`src/rtl/core1_feeder_if.sv`:
```
// Producer stream plus the core1 pulse-and-hold issue/complete signals.
// The slave side is the feeder; the master side is its environment.
interface core1_feeder_if;
    logic [31:0] s_data;
    logic        s_valid;
    logic        s_ready;
    logic [31:0] core_data_in;
    logic        core_valid_in;
    logic        core_valid_out;

    modport slave (
        input  s_data, s_valid, core_valid_out,
        output s_ready, core_data_in, core_valid_in
    );
    modport master (
        output s_data, s_valid, core_valid_out,
        input  s_ready, core_data_in, core_valid_in
    );
endinterface

```
`src/rtl/core1_feeder.sv`:
```
// Buffers producer words in a FIFO and issues them one at a time to core1,
// waiting (with a timeout guard) for each completion pulse before the next issue.
module core1_feeder #(
    parameter int DEPTH   = 4,
    parameter int TIMEOUT = 16
) (
    input  logic                   clk,
    input  logic                   reset_n,
    core1_feeder_if.slave          bus,
    output logic [$clog2(DEPTH):0] fifo_count,
    output logic [15:0]            done_count,
    output logic                   err,
    input  logic                   err_clr
);
    localparam int AW = $clog2(DEPTH);
    localparam int TW = $clog2(TIMEOUT) + 1;
    localparam logic [AW:0]   FULL   = (AW+1)'(DEPTH);
    localparam logic [TW-1:0] T_LAST = TW'(TIMEOUT - 1);

    typedef enum logic [1:0] {IDLE, ISSUE, HOLD, WAIT} state_t;

    state_t        state;
    logic [31:0]   mem [DEPTH];
    logic [AW-1:0] wr_ptr, rd_ptr;
    logic [TW-1:0] timer;
    logic [31:0]   hold_q;
    logic          issue_q;
    logic          push, pop, cmpl, tmo;

    // s_ready comes only from registered occupancy, so a pop never frees a slot in the same cycle
    assign bus.s_ready       = (fifo_count != FULL);
    assign bus.core_data_in  = hold_q;
    assign bus.core_valid_in = issue_q;

    assign push = bus.s_valid && bus.s_ready;
    assign cmpl = (state == WAIT) && bus.core_valid_out;
    assign tmo  = (state == WAIT) && !bus.core_valid_out && (timer == T_LAST);
    assign pop  = (fifo_count != '0) && ((state == IDLE) || cmpl);

    always_ff @(posedge clk) begin
        if (push) mem[wr_ptr] <= bus.s_data;
    end

    always_ff @(posedge clk or negedge reset_n) begin
        if (!reset_n) begin
            state      <= IDLE;
            timer      <= '0;
            wr_ptr     <= '0;
            rd_ptr     <= '0;
            fifo_count <= '0;
            hold_q     <= '0;
            issue_q    <= 1'b0;
            done_count <= '0;
            err        <= 1'b0;
        end else begin
            if (push) wr_ptr <= wr_ptr + 1'b1;
            if (pop) begin
                rd_ptr <= rd_ptr + 1'b1;
                hold_q <= mem[rd_ptr];
            end
            case ({push, pop})
                2'b10:   fifo_count <= fifo_count + 1'b1;
                2'b01:   fifo_count <= fifo_count - 1'b1;
                default: fifo_count <= fifo_count;
            endcase

            // The issue pulse is registered so it lines up with the hold register load
            issue_q <= pop;

            case (state)
                IDLE:  if (pop) state <= ISSUE;
                ISSUE: state <= HOLD;
                HOLD: begin
                    timer <= '0;
                    state <= WAIT;
                end
                WAIT: begin
                    timer <= timer + 1'b1;
                    if (cmpl) begin
                        done_count <= done_count + 16'd1;
                        state      <= pop ? ISSUE : IDLE;
                    end else if (tmo) begin
                        state <= IDLE;
                    end
                end
                default: state <= IDLE;
            endcase

            if (tmo)          err <= 1'b1;
            else if (err_clr) err <= 1'b0;
        end
    end
endmodule

```
`src/flat_wrapper.sv`:
```
// flat-port wrapper written by rule: the top's interface ports become plain ports
module core1_feeder_flat 
#(
    parameter int DEPTH   = 4,
    parameter int TIMEOUT = 16
)
  (clk, reset_n, fifo_count, done_count, err, err_clr, bus_s_data, bus_s_valid, bus_core_valid_out, bus_s_ready, bus_core_data_in, bus_core_valid_in);
  core1_feeder_if bus_i ();
  input  logic clk;
  input  logic reset_n;
  output logic [$clog2(DEPTH):0] fifo_count;
  output logic [15:0] done_count;
  output logic err;
  input  logic err_clr;
  input wire logic [$bits(bus_i.s_data)-1:0] bus_s_data;
  input wire logic [$bits(bus_i.s_valid)-1:0] bus_s_valid;
  input wire logic [$bits(bus_i.core_valid_out)-1:0] bus_core_valid_out;
  output wire logic [$bits(bus_i.s_ready)-1:0] bus_s_ready;
  output wire logic [$bits(bus_i.core_data_in)-1:0] bus_core_data_in;
  output wire logic [$bits(bus_i.core_valid_in)-1:0] bus_core_valid_in;
  assign bus_i.s_data = bus_s_data;
  assign bus_i.s_valid = bus_s_valid;
  assign bus_i.core_valid_out = bus_core_valid_out;
  assign bus_s_ready = bus_i.s_ready;
  assign bus_core_data_in = bus_i.core_data_in;
  assign bus_core_valid_in = bus_i.core_valid_in;
  core1_feeder #(.DEPTH(DEPTH), .TIMEOUT(TIMEOUT)) u_core (.clk(clk), .reset_n(reset_n), .bus(bus_i), .fifo_count(fifo_count), .done_count(done_count), .err(err), .err_clr(err_clr));
endmodule
```
`config.mk`:
```
export PLATFORM = sky130hd
export DESIGN_NAME = core1_feeder_flat
export DESIGN_NICKNAME = d
export VERILOG_FILES = /design/src/rtl/core1_feeder_if.sv /design/src/rtl/core1_feeder.sv /design/src/flat_wrapper.sv
export SDC_FILE = /design/constraint.sdc
export NUM_CORES = 1
export LEC_CHECK = 0
export ABC_AREA = 1
export ABC_CLOCK_PERIOD_IN_PS = 2390
export CAP_MARGIN = 20
export CORE_MARGIN = 2
export CORE_UTILIZATION = 35
export CTS_CLUSTER_SIZE = 24
export DETAILED_ROUTE_END_ITERATION = 10
export PLACE_DENSITY = 0.64
export SLEW_MARGIN = 20
export SYNTH_ARGS = -nofsm -noshare
export SYNTH_HDL_FRONTEND = slang
export SYNTH_SLANG_ARGS = --single-unit
```
`constraint.sdc`:
```
create_clock -name clk -period 2.39 [get_ports clk]
set_input_delay 0.3585 -clock clk [delete_from_list [all_inputs] [get_ports clk]]
set_output_delay 0.3585 -clock clk [all_outputs]
set_load 0.01 [all_outputs]
```
==> impl_metrics.ini, run 1 <==
[critical_path]
critical_path_arrival_ps = 2320
worst_setup_path_end_kind = flop
worstSetupStartpointType = flop
timing.rr.start = u_core.state[1]$_DFFE_PN0P_
critPathKind = reg2reg
maximum_fanout_along_the_worst_path = 4
worst-r2r-setup-slack_ps = 370
crit-reg2reg-capture = u_core.fifo_count[2]$_DFFE_PN0P_
ff2ff_path_depth = 10
critPathRequiredTime_ps = 2690

[yosys]
synth-edff-count = 128
syn_avg_cell_area_um2 = 11.9
synth_ff_type = sky130_fd_sc_hd__edfxtp_1
synth_area_leaders = sky130_fd_sc_hd__edfxtp_1 51%, sky130_fd_sc_hd__dfrtp_1 21%, sky130_fd_sc_hd__nand2_1 6.7%
netlist_instances = 639
synth_area_leader_cell = sky130_fd_sc_hd__edfxtp_1
syn_area_um2 = 7610
synthDominantCellAreaShare_pct = 50.5
synth.most_common_cell = sky130_fd_sc_hd__nand2_1
synth_top_cells_by_count = 136 x sky130_fd_sc_hd__nand2_1, 128 x sky130_fd_sc_hd__edfxtp_1, 87 x sky130_fd_sc_hd__nor2_1
fraction_of_synthesis_flops_using_an_asynchronous_set_or_reset_pin_pct = 33.3
yosysWarningCount = 0
synthesis.nets = 689
synth-seq-cells = 192
synth-seq-area-share_pct = 71.6
synth_unique_cells = 29

[sta]
setup_viol_count_final = 0
clock.fmax_ghz = 0.494
hold-worst-slack_ps = 57.0
final.setup_skew_ps = 9.57
worst_pin_slew_ps = 887
hold_violations = 0
post-route-period-util_pct = 84.6
period_needed_ps = 2020
final_worst_slack_ps = 367
slew_headroom_pct = 40.9
slew_viol_final = 0
unrepaired_setup_endpoints_after_global_routing = no

[drt]
drt_wl_total_um = 15600
drt_drc_violations_left = 0
drt_iter0_markers = 298
ant_nets = 0
total_number_of_vias = 4835
vias_per_cell = 4.71
drt-wirelength-per-cell_um = 15.2
dr.pass1.iters = 4

[floorplanning]
die_w_um = 151
die-height_um = 151
core_region_area_um2 = 21200
rows = 53
io-pin-count = 91
die_area_um2 = 22900
start_util_pct = 36.0

[clocking]
post-cts-setup-buffer-count = 0
cts_inserted_buffers = 17
cts.reportedPaths.clkPinSlew_ps = 70
cts-resized-gates = 0
postCtsHoldBufs = 0
max-clock-path-buffers = 2
cts-htree-levels = 4
clockRootBuffer = sky130_fd_sc_hd__clkbuf_16
clock_sink_count = 192
clock_tree_from_tritoncts = built
insertion_delay_ps = 430

[placement]
place_worst_setup_slack_ps = 117
place.detailed.hpwl_um = 9300
port_buffers = 90
detailed_place.area_um2 = 8950
routability_congestion = 0.773

[finish]
area_growth_syn_to_layout_pct = 25.9
num-fill-cells = 1919
number_of_antenna_cells_inserted = 0
postLayoutCoreUtil_pct = 45.3
post_route_cells_drive_above_1_share_pct = 7.85
num-nets-final = 789
finalInstanceArea_um2 = 9580

[grt]
antenna_found_initial = 0
wire_length_of_the_first_global_routing_pass_um = 24900
grt_util_all_layers_pct = 14.4
via_count_of_the_first_global_routing_pass = 4788
grt_start_max_net_pins = 66
globalRoute.totalOverflow = 0

[worst_hold_path]
hold_path_class = in2async

[power]
cellPowerDensity_nw_per_um2 = 1260
cellLeakagePower_nw = 3.76
total_power_mw = 12.1
irDropWorstVdd_mv = 0.560

[job]
max_cap_violations = 0

[status]
status = finished, final reports clean
cells in the final DEF, fill, tap and decap left out, types with 3 or more instances in the layout:
| master | netlist | routed |
|---|---|---|
| sky130_fd_sc_hd__clkbuf_1 | 11 | 3 |
| sky130_fd_sc_hd__bufinv_16 | 0 | 4 |
| sky130_fd_sc_hd__clkdlybuf4s50_1 | 0 | 89 |
| sky130_fd_sc_hd__inv_1 | 35 | 35 |
| sky130_fd_sc_hd__buf_4 | 3 | 12 |
| sky130_fd_sc_hd__o21ai_0 | 70 | 70 |
| sky130_fd_sc_hd__nor2_4 | 0 | 4 |
| sky130_fd_sc_hd__dfrtp_1 | 64 | 63 |
| sky130_fd_sc_hd__clkbuf_16 | 0 | 17 |
| sky130_fd_sc_hd__nand3_1 | 12 | 12 |
| sky130_fd_sc_hd__o21ai_1 | 5 | 5 |
| sky130_fd_sc_hd__o22ai_1 | 32 | 32 |
| sky130_fd_sc_hd__xnor2_1 | 5 | 5 |
| sky130_fd_sc_hd__xor2_1 | 10 | 10 |
| sky130_fd_sc_hd__nand2_1 | 136 | 136 |
| sky130_fd_sc_hd__edfxtp_1 | 128 | 128 |
| sky130_fd_sc_hd__nor2_1 | 87 | 83 |
| sky130_fd_sc_hd__buf_12 | 0 | 7 |
| sky130_fd_sc_hd__inv_2 | 3 | 3 |
| sky130_fd_sc_hd__ha_1 | 12 | 12 |
worst max-delay path by stage:
| stage | startpoint | end | slack [ps] | cells after the start |
|---|---|---|---|---|
| finish | u_core.state[1]$_DFFE_PN0P_ | u_core.fifo_count[2]$_DFFE_PN0P_ | 370 | 10 |
| global route | u_core.state[1]$_DFFE_PN0P_ | u_core.fifo_count[2]$_DFFE_PN0P_ | 200 | 10 |
| CTS | u_core.state[1]$_DFFE_PN0P_ | u_core.fifo_count[2]$_DFFE_PN0P_ | 370 | 10 |
| detailed placement | bus_core_valid_out | u_core.fifo_count[2]$_DFFE_PN0P_ | 120 | 11 |
| global placement | bus_core_valid_out | u_core.fifo_count[2]$_DFFE_PN0P_ | 130 | 11 |
| floorplan | u_core.fifo_count[0]$_DFFE_PN0P_ | u_core.mem[0][0]$_DFFE_PP_ | -270 | 4 |
state kept, by name, summed over array words and instances, names as in the netlist:
register,cells
u_core.rd_ptr,2
u_core.bus.core_data_in,32
u_core.err,1
u_core.timer,5
u_core.mem,128
u_core.wr_ptr,2
u_core.fifo_count,3
u_core.state,2
u_core.bus.core_valid_in,1
u_core.done_count,16
area by class of cell:
type / instances / area, µm² / area share (%)
inverter: 38 / 143 / 1.49
clock inverter: 11 / 178 / 1.85
multi-input combinational: 382 / 1900 / 19.8
sequential: 192 / 5450 / 56.8
clock buffer: 21 / 450 / 4.70
timing repair buffer: 108 / 1120 / 11.7
tap: 275 / 344 / 3.59
where the power goes:
part	internal, mW	switching, mW
clock	1.80	1.23
combinational	1.72	2.49
sequential	4.47	0.398
worst max-delay path: stages, from the launching register on:
cell	delay [ps]
sky130_fd_sc_hd__dfrtp_1	400
sky130_fd_sc_hd__inv_1	120
sky130_fd_sc_hd__ha_1	230
sky130_fd_sc_hd__o21ai_4	80
sky130_fd_sc_hd__inv_2	60
sky130_fd_sc_hd__ha_1	130
sky130_fd_sc_hd__inv_1	60
sky130_fd_sc_hd__fa_1	380
sky130_fd_sc_hd__a21oi_1	150
sky130_fd_sc_hd__o21ai_0	120
sky130_fd_sc_hd__xor2_1	160
kinds of logic (layout without fill, tap and decap cells):
logic type      Yosys count  after routing  share of synthesized area (%)
flops                   192            192                           71.6
buf+inv                  65            178                           3.90
simple gates            241            241                           12.4
xor+xnor                 15             15                           1.73
fa+ha+maj                13             13                           2.24
compound gates          113            113                           8.22
per-stage QoR:
step / cells / setup TNS (ps)
detailed placement: 995 / 0
global route: 1027 / 0
global placement: 995 / 0
CTS: 1027 / 0
floorplan: 639 / -34080
finish: 1027 / 0
layer usage:
layer / wire length (µm) / up-vias / GRT usage, %
li1: - / 2381 / -
met4: 210 / 0 / 5.19
met2: 7610 / 106 / 23.9
met1: 7070 / 2332 / 18.4
met3: 716 / 16 / 3.56
met5: 0 / - / 0
(Power assumes the default switching activity.)
==> run 2, diff against run 1 <==
--- a/config.mk
+++ b/config.mk
@@ -6,7 +6,7 @@
 export NUM_CORES = 1
 export LEC_CHECK = 0
 export ABC_AREA = 1
-export ABC_CLOCK_PERIOD_IN_PS = 2390
+export ABC_CLOCK_PERIOD_IN_PS = 1800
 export CAP_MARGIN = 20
 export CORE_MARGIN = 2
 export CORE_UTILIZATION = 35
==> constraint.sdc (replaced) <==
create_clock -name clk -period 1.8 [get_ports clk]
set_input_delay 0.27 -clock clk [delete_from_list [all_inputs] [get_ports clk]]
set_output_delay 0.27 -clock clk [all_outputs]
set_load 0.01 [all_outputs]
==> run 2 against run 1 <==
- the flow now finishes with violations (setup timing)
- hold slack improved by 330 ps
- count of clock-buffer cells in the layout decreased by 3
- sequential power rose by 32%
- global-route usage increased by 0.21 points
- non-clock buffer count increased by 25
- critical endpoint unchanged
- largest cell class unchanged
- largest power group unchanged
- highest routed layer unchanged
==> impl_metrics.ini, run 2 (synthesis gave the netlist of run 1 again) <==
[status]
status = finished, violations left
violations = setup timing

[power]
irDropWorstVdd_mv = 0.873
total_power_mw = 16.4
cellLeakagePower_nw = 3.87
cellPowerDensity_nw_per_um2 = 1660

[placement]
place.detailed.hpwl_um = 9870
routability_congestion = 0.767
numPlacedInstances = 1016
place_worst_setup_slack_ps = -330
port_buffers = 90
detailed_place.area_um2 = 9160

[floorplanning]
die_w_um = 151
core_region_area_um2 = 21200
die_area_um2 = 22900
start_util_pct = 36.0
rows = 53
die-height_um = 151
io-pin-count = 91

[clocking]
max-clock-path-buffers = 2
insertion_delay_ps = 430
clock_sink_count = 192
clockRootBuffer = sky130_fd_sc_hd__clkbuf_16
cts.reportedPaths.clkPinSlew_ps = 70
cts-htree-levels = 4
clock_tree_from_tritoncts = built
cts_inserted_buffers = 17

[sta]
setup_total_negative_slack_ps = -62.2
hold_violations = 0
slew_viol_final = 0
post-route-period-util_pct = 103
unrepaired_setup_endpoints_after_global_routing = yes
final.setup_skew_ps = 12.9
worst_pin_slew_ps = 438
period_needed_ps = 1860
clock.fmax_ghz = 0.537
setup_viol_count_final = 1
slew_headroom_pct = 70.8
final_worst_slack_ps = -62.2

[drt]
topRoutingLayerUsed = met4
drt_wl_total_um = 15900
met1Wirelength_um = 7360
total_number_of_vias = 4904
met2_wirelength_um = 7640
drt-wirelength-per-cell_um = 15.1
vias_per_cell = 4.66
drt_drc_violations_left = 0
drt_iter0_markers = 298
dr.pass1.iters = 4
met3_wirelength_um = 754
ant_nets = 0

[finish]
layout.cells.most_common = sky130_fd_sc_hd__nand2_1
post_route_cells_drive_above_1_share_pct = 12.2
area_taken_by_multi_input_logic_gates_um2 = 1970
final_cell_count_no_fill = 1052
num-nets-final = 814
top_register = u_core.mem
area_growth_syn_to_layout_pct = 29.3
number_of_antenna_cells_inserted = 0
num-fill-cells = 1893
finalInstanceArea_um2 = 9840
largest_reg_flops = 128
register_area_um2 = 5450
layout.cells.most_common_list = 135 x sky130_fd_sc_hd__nand2_1, 128 x sky130_fd_sc_hd__edfxtp_1, 88 x sky130_fd_sc_hd__clkdlybuf4s50_1

[critical_path]
critical-path-top-cell-by-count = sky130_fd_sc_hd__ha_4
critical_path_arrival_ps = 2170
critPathSlowestCell = sky130_fd_sc_hd__dfrtp_1
worst-r2r-setup-slack_ps = -60
timing.rr.start = u_core.state[0]$_DFFE_PN0P_
ff2ff_path_depth = 11
worst_setup_path_end_kind = flop
worstSetupStartpointType = flop
critPathMaxStageDelay_ps = 420
crit-reg2reg-capture = u_core.fifo_count[2]$_DFFE_PN0P_
timing.critical_path.cells = ha_4 -> nand2_8 -> inv_8 -> o21ai_4 -> inv_2 -> ha_4 -> inv_4 -> fa_2 -> a21oi_2 -> o21ai_1 -> xor2_1
critPathRequiredTime_ps = 2110
critPathKind = reg2reg
maximum_fanout_along_the_worst_path = 3

[grt]
grt_start_max_net_pins = 65
via_count_of_the_first_global_routing_pass = 4830
wire_length_of_the_first_global_routing_pass_um = 25200
grt_util_all_layers_pct = 14.6
antenna_found_initial = 0
globalRoute.totalOverflow = 0

[worst_hold_path]
hold_path_class = in2async

[job]
max_cap_violations = 0
[run 2: cell count changes in the layout (fill, tap and decap cells not counted), moves of 2 or more]
cell | before | now
sky130_fd_sc_hd__buf_4 | 12 | 34
sky130_fd_sc_hd__inv_6 | 2 | 7
sky130_fd_sc_hd__ha_1 | 12 | 9
sky130_fd_sc_hd__ha_4 | 0 | 3
sky130_fd_sc_hd__bufinv_16 | 4 | 2
sky130_fd_sc_hd__clkbuf_1 | 3 | 1
sky130_fd_sc_hd__clkinv_8 | 0 | 2
sky130_fd_sc_hd__inv_1 | 35 | 33
sky130_fd_sc_hd__o21ai_0 | 70 | 68
sky130_fd_sc_hd__o21ai_1 | 5 | 7
[run 2: how the worst max path moves through the flow]
stage / startpoint / to / slack, ps / depth (start not counted)
after CTS: u_core.state[1]$_DFFE_PN0P_ / u_core.fifo_count[2]$_DFFE_PN0P_ / -50 / 11
after global placement: bus_core_valid_out / u_core.fifo_count[2]$_DFFE_PN0P_ / -330 / 11
after global routing: u_core.state[0]$_DFFE_PN0P_ / u_core.fifo_count[2]$_DFFE_PN0P_ / -210 / 11
final: u_core.state[0]$_DFFE_PN0P_ / u_core.fifo_count[2]$_DFFE_PN0P_ / -60 / 11
after detailed placement: bus_core_valid_out / u_core.fifo_count[2]$_DFFE_PN0P_ / -330 / 11
after floorplan: u_core.state[0]$_DFFE_PN0P_ / u_core.fifo_count[2]$_DFFE_PN0P_ / -280 / 13
[run 2: report_power, final]
part           switching [mW]  internal, mW  total, mW  leakage [nW]
combinational            3.49          2.64       6.13          1.60
clock                    1.71          2.10       3.81         0.296
sequential              0.479          5.93       6.41          1.97
[run 2: per-layer routing]
layer,vias up,track usage [%]
met1,2341,19.6
met4,0,3.69
met5,-,0
met3,9,3.92
met2,119,23.7
li1,2435,-
[run 2: cell type report]
type                    count  share of cell area, %
clock buffers              18                   4.36
multi-input cells         382                   20.0
inverters                  38                   1.55
well taps                 275                   3.50
flip-flops and latches    192                   55.4
repair buffers            133                   13.5
clock inverters            14                   1.76
[run 2: worst max-delay path: cells and delay by family, from the launching register on]
| family | cells | cell delay (ps) |
|---|---|---|
| flops | 1 | 420 |
| buf+inv | 3 | 190 |
| xor+xnor | 1 | 140 |
| simple gates | 1 | 70 |
| fa+ha+maj | 3 | 670 |
| compound gates | 3 | 260 |
[run 2: metrics by stage]
step	hold WS [ps]	utilization, %
6_report	384	46.5
5_1_grt	397	46.5
4_1_cts	397	46.3
3_5_place_dp	314	43.3
3_3_place_gp	312	43.3
2_1_floorplan	-25.6	-
[run 2: timing repair]
action / 4_1_cts / 5_1_grt
hold buffers: 1 / 0
endpoints found under the hold margin: 64 / 0
setup endpoints to repair: 2 / 2
setup buffers: 0 / 3
pin swaps: 0 / 2
gates resized for setup: 5 / 5
